[src/rtl/issue_scoreboard.sv]
// issue_scoreboard
//   In-order issue stage for the MIPS32 core. It accepts one decoded
//   instruction per cycle and tracks pending register writes in a 32-entry
//   busy scoreboard. It stalls on RAW/WAW hazards and serializes
//   control-flow instructions until they resolve. The issued instruction
//   is held in a one-entry output register.
// Ports:
//   clk, rst                 clock, async active-high reset
//   in_valid/in_ready        decoder handshake (in_ready combinational)
//   in_rs/in_rt (+_valid)    source registers actually read
//   in_dst/in_dst_valid      destination register write
//   in_serialize             control-flow / syscall instruction
//   in_payload               opaque instruction payload
//   out_valid/out_ready      execute handshake, out_payload issued payload
//   wb_valid/wb_reg          writeback completion, clears busy bit
//   resolve_valid            serialized instruction resolved (pulse)
//   flush                    drop output register, return to RUN
//   busy_mask                scoreboard, bit i = write to reg i pending
//   state                    FSM state RUN=0 DRAIN=1 WAIT=2
module issue_scoreboard #(
  parameter int DATA_W = 64
) (
  input  logic              clk,
  input  logic              rst,
  input  logic              in_valid,
  output logic              in_ready,
  input  logic [4:0]        in_rs,
  input  logic [4:0]        in_rt,
  input  logic              in_rs_valid,
  input  logic              in_rt_valid,
  input  logic [4:0]        in_dst,
  input  logic              in_dst_valid,
  input  logic              in_serialize,
  input  logic [DATA_W-1:0] in_payload,
  output logic              out_valid,
  input  logic              out_ready,
  output logic [DATA_W-1:0] out_payload,
  input  logic              wb_valid,
  input  logic [4:0]        wb_reg,
  input  logic              resolve_valid,
  input  logic              flush,
  output logic [31:0]       busy_mask,
  output logic [1:0]        state
);

  typedef enum logic [1:0] {
    RUN   = 2'd0,
    DRAIN = 2'd1,
    WAIT  = 2'd2
  } state_t;

  state_t              r_state;
  state_t              w_state_nxt;
  logic [31:0]         r_busy;
  logic                r_out_valid;
  logic [DATA_W-1:0]   r_out_payload;

  logic [31:0]         w_wb_clr;
  logic [31:0]         w_eff_busy;
  logic [31:0]         w_set;
  logic                w_hazard;
  logic                w_slot_free;
  logic                w_accept;

  // A same-cycle writeback already counts as complete for hazard purposes.
  assign w_wb_clr    = wb_valid ? (32'd1 << wb_reg) : 32'd0;
  assign w_eff_busy  = r_busy & ~w_wb_clr;
  assign w_hazard    = (in_rs_valid  & w_eff_busy[in_rs]) |
                       (in_rt_valid  & w_eff_busy[in_rt]) |
                       (in_dst_valid & w_eff_busy[in_dst]);
  assign w_slot_free = ~r_out_valid | out_ready;

  // Serialized instructions wait for the whole scoreboard to drain, so any
  // outstanding write (not just their own operands) holds them off.
  always_comb begin
    in_ready = 1'b0;
    if (in_serialize)
      in_ready = ((r_state == RUN) | (r_state == DRAIN)) & w_slot_free &
                 (w_eff_busy == 32'd0) & ~flush;
    else
      in_ready = (r_state == RUN) & w_slot_free & ~w_hazard & ~flush;
  end

  assign w_accept = in_valid & in_ready;
  assign w_set    = (w_accept & in_dst_valid) ? (32'd1 << in_dst) : 32'd0;

  // Scoreboard: clear then set so a new writer of the retiring register wins;
  // bit 0 is forced low since r0 is hardwired zero.
  always_ff @(posedge clk or posedge rst) begin
    if (rst)
      r_busy <= 32'd0;
    else
      r_busy <= ((r_busy & ~w_wb_clr) | w_set) & 32'hFFFF_FFFE;
  end

  // Output register: flush wins, then a new issue, then drain to execute.
  always_ff @(posedge clk or posedge rst) begin
    if (rst) begin
      r_out_valid   <= 1'b0;
      r_out_payload <= '0;
    end else if (flush) begin
      r_out_valid   <= 1'b0;
    end else if (w_accept) begin
      r_out_valid   <= 1'b1;
      r_out_payload <= in_payload;
    end else if (r_out_valid & out_ready) begin
      r_out_valid   <= 1'b0;
    end
  end

  always_ff @(posedge clk or posedge rst) begin
    if (rst)
      r_state <= RUN;
    else
      r_state <= w_state_nxt;
  end

  always_comb begin
    w_state_nxt = r_state;
    case (r_state)
      RUN: begin
        if (w_accept & in_serialize)
          w_state_nxt = WAIT;
        else if (in_valid & in_serialize & ~in_ready)
          w_state_nxt = DRAIN;
      end
      DRAIN: begin
        if (w_accept)
          w_state_nxt = WAIT;
      end
      WAIT: begin
        if (resolve_valid)
          w_state_nxt = RUN;
      end
      default: w_state_nxt = RUN;
    endcase
    if (flush)
      w_state_nxt = RUN;
  end

  assign out_valid   = r_out_valid;
  assign out_payload = r_out_payload;
  assign busy_mask   = r_busy;
  assign state       = r_state;

endmodule
[config.mk]
export PLATFORM = sky130hd
export DESIGN_NAME = issue_scoreboard
export DESIGN_NICKNAME = d
export VERILOG_FILES = /design/src/rtl/issue_scoreboard.sv
export SDC_FILE = /design/constraint.sdc
export NUM_CORES = 1
export LEC_CHECK = 0
export ABC_AREA = 1
export CORE_MARGIN = 4
export CORE_UTILIZATION = 44
export DETAILED_ROUTE_END_ITERATION = 10
export PLACE_DENSITY_LB_ADDON = 0.08
export SLEW_MARGIN = 20
export SYNTH_ARGS = -nofsm -noshare
export SYNTH_HDL_FRONTEND = slang
export SYNTH_SLANG_ARGS = --single-unit
[constraint.sdc]
create_clock -name clk -period 3.7 [get_ports clk]
set_input_delay 0.74 -clock clk [delete_from_list [all_inputs] [get_ports clk]]
set_output_delay 0.74 -clock clk [all_outputs]
set_load 0.05 [all_outputs]
* Word-level counts from Yosys, hierarchy flattened
Index checks and enable logic that the tools add are counted.
Storage, ports and cells: word-level logic and storage cells 63, bits of input ports 95, register bits 98, output and inout port bits 100
Operators by class: reductions and logical operators 5, bitwise logic cells 26, shifts and indexed selects 2, eq/ne operators 5, order comparisons 3, muxes and demuxes 18
Operators by type and width (number):
- 2-to-1 mux 32 bit | 2
- << shifter 1 x 5 -> 32 bit, first input constant | 2
- bitwise AND 32 bit | 1
- zero test 32 bit | 1
- inverter 32 bit | 1
- OR 32 bit | 1
- less-than comparator 5 x 6 -> 1 bit, second input constant | 3
- bitwise AND 1 bit | 15
- binary-select mux 1 bit (select 5 bit) | 3
- 2-to-1 mux 2 bit | 5
- 2-to-1 mux 1 bit | 7
- inequality test 3 bit, second input constant | 2
- one-hot mux 2 bit (3 select lines) | 1
- inequality test 4 x 2 -> 1 bit, second input constant | 1
- inverter 1 bit | 4
- OR 1 bit | 4
- AND reduction 3 bit | 1
- nonzero test 3 bit | 1
- == test 2 x 1 -> 1 bit, second input constant | 1
- == test 2 bit, second input constant | 1
- zero test 2 bit | 1
- AND reduction 2 bit | 1

* Logic depth before layout (Yosys ltp)
depth after elaboration 19, depth in mapped cells 21, depth with buffers taken out 18

* Least setup slack after synthesis
No wires, ideal clock.
path kind input-to-output, start point input port wb_reg[1], end point output port in_ready, stages 16, arrival time 2.669 ns, path buffers 1, path slack 0.291 ns, required time 2.960 ns, cell sequence buf_4 inv_1 nand3_1 nor2_1 a21boi_0 nor2_1 nor2_1 nand2_1 nand3_1 nand2_1 nand2_1 nand3_1 nand4_1 nand2_1 nand2_1 nor2_1
Between the ends: longest elaborated chain between the ends 13, elaborated cells between the ends (all ways) 22, those cells by class shift: 1; mux: 8; bitwise: 12; reduce/logical: 1
Ends and longest elaborated chain:
- start, declared | RTL line 39 | input logic [4:0] wb_reg,
- << shifter 1 x 5 -> 32 bit * | RTL line 66 | assign w_wb_clr = wb_valid ? (32'd1 << wb_reg) : 32'd0;
- 2-to-1 mux 32 bit * | RTL line 66
- inverter 32 bit * | RTL line 67 | assign w_eff_busy = r_busy & ~w_wb_clr;
- bitwise AND 32 bit * | RTL line 67
- binary-select mux 1 bit (select 5 bit), on equally long branches | RTL line 68, 69
- 2-to-1 mux 1 bit, on equally long branches | RTL line 68, 69
- bitwise AND 1 bit, on equally long branches | RTL line 68, 69
- OR 1 bit | RTL line 68 | assign w_hazard = (in_rs_valid & w_eff_busy[in_rs]) |
- OR 1 bit | RTL line 69 | (in_rt_valid & w_eff_busy[in_rt]) |
- inverter 1 bit | RTL line 81 | in_ready = (r_state == RUN) & w_slot_free & ~w_hazard & ~flush;
- bitwise AND 1 bit (2 in a row) | RTL line 81
- 2-to-1 mux 1 bit * | RTL line 77 | if (in_serialize)
- end, declared | RTL line 26 | output logic in_ready,
Mark *: on every way between the ends. The rest lies on a longest branch, timed or not. The select of a mux whose other input is x is not followed.

* Final worst setup path
start point input port wb_valid, end point register r_state[0], in the netlist state[0]
Between the ends: longest elaborated chain between the ends 17, elaborated cells between the ends (all ways) 31, those cells by class eq/ne: 2; mux: 11; bitwise: 16; reduce/logical: 2
Ends and longest elaborated chain:
- start, declared | RTL line 38 | input logic wb_valid,
- 2-to-1 mux 32 bit * | RTL line 66
- inverter 32 bit * | RTL line 67
- bitwise AND 32 bit * | RTL line 67
- binary-select mux 1 bit (select 5 bit), on equally long branches | RTL line 68, 69
- 2-to-1 mux 1 bit, on equally long branches | RTL line 68, 69
- bitwise AND 1 bit, on equally long branches | RTL line 68, 69
- OR 1 bit | RTL line 68
- OR 1 bit | RTL line 69
- inverter 1 bit | RTL line 81
- bitwise AND 1 bit (2 in a row) | RTL line 81
- 2-to-1 mux 1 bit * | RTL line 77
- bitwise AND 1 bit | RTL line 84 | assign w_accept = in_valid & in_ready;
- bitwise AND 1 bit | RTL line 122 | if (w_accept & in_serialize)
- 2-to-1 mux 2 bit | RTL line 122
- one-hot mux 2 bit (3 select lines) | RTL line 120 | case (r_state)
- 2-to-1 mux 2 bit | RTL line 137 | if (flush)
- end signal, assigned | RTL line 115 | r_state <= w_state_nxt;
- end, declared | RTL line 52 | state_t r_state;
Marks and branches as above. A chain may end at the register's enable or synchronous reset.

==> run metrics <==
status=complete, no violations; port bufs=193; gr ovfl total=0; Crit Path Category=primary input to flop; Final #Nets=~1.1k; CTS Buf Count=9; Seq/Total Area, Yosys=0.433; synth warn=0; root buf cell=clkbuf_16; final setup vio count=0; distinct cell type count after synthesis=27; design area=around 8800 um2; DRT Wirelength=around 21000 um; DR DRC count=0; FF-to-FF path depth=23; clk sinks=just under 100; Top FF cell, synth=dfrtp_1; CP bufs+invs=17; Synth top area share=0.433; num ports=195; post-synth design cell area=between 5000 and 6000 um2; Fillers=1100; H-tree depth=3; CP delay by family, top=buffers and inverters; Pwr Density=just under 500 nW/um2; worst setup margin=0.151 ns; largest net degree at the start of global routing=64; CP required=slightly below 4 ns; Die Width=roughly 120 um; RSZ-0062 raised after global routing=false; CTS clk-pin slew, worst paths=~0.070 ns; CTS tree=built; register bit total from synthesis=between 90 and 100; Critical Path Slowest Stage Cell=clkdlybuf4s15_1; Initial Util=0.449; gr usage total=0.296; Slew Limit Fails=0; reg2reg setup slack=just over 0.6 ns; dpl ws=-0.476 ns; Starting DRT DRC Count=603; final hold viol count=0; Pwr Total=4320 uW; Pre-Repair DR Iteration Count=6; DR vias/cell=5.26; fmax=282 MHz; hold_buf cts=0; Hold Path Cell Cnt=2; layout cells sized above 1=0.137; clock latency on the worst-skew pair=0.36 ns; Tmin final=about 3.5 ns; Area Overhead vs Synth=55.1%; Syn Inst Count=roughly 790; MaxCap Viol Count=0; crit start category=primary input; Tightest Pin Transition=0.578 ns; top post-synthesis cells by area=dfrtp_1, nand2_1, nand3_1; RD Place Congestion=roughly 1.0; Area after DPL=between 8000 and 9000 um2; worst vdd ir=between 0.3 and 0.4 mV; final std cells w/o fill=about 1.2k; HP Class=flop to flop; FFs w/ async S/R, synth=1.00; die area=roughly 15000 um2; relative slew slack=0.615; Pleak=0.00428 uW; first-pass GRT wire length=33900 um; cell seen most often among critical-path stages=buf_4; crit end category=flop; row count=roughly 40; via count=roughly 6.4k; final period utilization=0.959; crit path DAT=3.82 ns; Mean Syn Cell Area=roughly 7.1 um2; post-route core utilization=0.696; Die H=between 100 and 150 um; Synth area leader=dfrtp_1; vias in the first global route=about 6.6k; Antenna Cells=0; largest stage delay on the critical path=about 0.2 ns; ANT nets after route=0; WP depth=28; Post-synth EDFFs=0; Critical Path Fanout Max=6; routed length per placed instance=roughly 18 um; Final Skew=approximately 0.0065 ns; Max Root-Sink Buffers=2; syn_nets=a little under 900; dpl cells=about 1.2k; HPWL after DPL=16400 um; antenna violations before repair=0; CORE AREA=~13000 um2
placed cells by master, fill, tap and decap left out, types with 2 or more instances in the layout:
cell type        instances
bufinv_16                3
a21oi_1                  4
o21ai_1                 31
nor3_1                   9
dlymetal6s2s_1           3
clkdlybuf4s50_1        183
clkbuf_2                 3
o21ai_0                 36
nand2_1                201
clkbuf_16                9
a21oi_2                  2
nand2_2                  7
dfrtp_1                 98
nand3_4                  2
nor2_4                   4
buf_4                   80
clkinvlp_4               2
o21bai_1                32
nor2_1                  34
nor3_2                   3
nand4_1                 21
nand3_1                124
nor4_1                   5
inv_1                  113
a21boi_2                 3
buf_2                    2
inv_2                    2
buf_6                    2
buf_12                   7
inv_4                    3
nor2_2                   5
a21boi_1                 6
report_power, final:
| group | leakage (uW) | internal (uW) | switching, uW |
|---|---|---|---|
| Sequential | 0.00126 | 1260 | 131 |
| Clock | 0.000168 | 667 | 438 |
| Combinational | 0.00285 | 651 | 1170 |
| Total | 0.00428 | 2580 | 1740 |
per-layer routing:
metal	vias up	part of all wire	track usage	routed length, um
met2	401	0.46	0.468	9900
met1	2903	0.39	0.372	8250
met5	-	0	0	0
met3	70	0.11	0.0793	2290
li1	3053	-	-	-
met4	0	0.044	0.155	939
cell type report:
| cell class | count | area (um2) | area share |
|---|---|---|---|
| flip-flops and latches | 98 | 2450 | 0.279 |
| well taps | 172 | 215 | 0.0245 |
| clock buffers | 9 | 225 | 0.0256 |
| repair buffers | 282 | 2680 | 0.305 |
| inverters | 119 | 458 | 0.0521 |
| clock inverters | 7 | 123 | 0.0140 |
| multi-input cells | 534 | 2640 | 0.300 |
per-stage QoR:
stage          hold slack [ns]  setup TNS, ns
2_1_floorplan            0.756              0
3_3_place_gp             0.466         -21.53
3_5_place_dp             0.473         -21.48
4_1_cts                  0.490              0
5_1_grt                  0.514              0
6_report                 0.486              0
Yosys cell counts, drive strengths merged, types with 5 or more instances:
| library cell | n |
|---|---|
| a21oi | 7 |
| nor3 | 12 |
| nand4 | 21 |
| nor4 | 5 |
| nand3 | 126 |
| nand2 | 208 |
| o21bai | 32 |
| a21boi | 10 |
| o21ai | 67 |
| clkbuf | 19 |
| buf | 23 |
| inv | 119 |
| nor2 | 43 |
| dfrtp | 98 |
state kept, by name, summed over array words and instances (netlist names):
register     flops
out_payload     64
state            2
out_valid        1
busy_mask       31
what timing repair did:
action / 4_1_cts / 5_1_grt
setup endpoints to repair: 5 / 2
resized for setup: 32 / 30
gates cloned: 2 / 0
pin swaps: 9 / 8
buffers inserted: 10 / 1
cells by family (layout without fill, tap and decap cells):
group	count (synthesis)	count (layout)	synth area share
and+or+nand+nor	416	416	0.321
other	1	1	0.000662
buffers and inverters	161	417	0.122
AOI/OAI and AO/OA	117	117	0.123
DFF	98	98	0.433
worst reg2reg max path: stages (launching register included):
cell	delay, ns
dfrtp_1	0.49
inv_1	0.07
o21bai_1	0.16
buf_4	0.15
inv_1	0.07
nor4_1	0.05
nand2_1	0.07
nor2_1	0.05
nand2_1	0.12
nand2_2	0.09
buf_4	0.14
buf_4	0.12
buf_4	0.12
buf_4	0.12
buf_4	0.12
buf_4	0.12
buf_4	0.12
buf_4	0.12
buf_4	0.12
buf_4	0.12
buf_4	0.12
nand3b_1	0.10
nand2_1	0.07
o31ai_2	0.18
path summary, 6_finish.rpt:
kind	to	startpoint
hold / removal	out_payload[32]	out_payload[32]
setup reg to reg	state[0]	busy_mask[14]
min in group asynchronous	out_payload[8]	rst
hold reg to reg	out_payload[32]	out_payload[32]
setup / recovery	state[0]	wb_valid
max in group asynchronous	out_payload[32]	rst
Note: power is estimated with default switching activity, not from simulation.
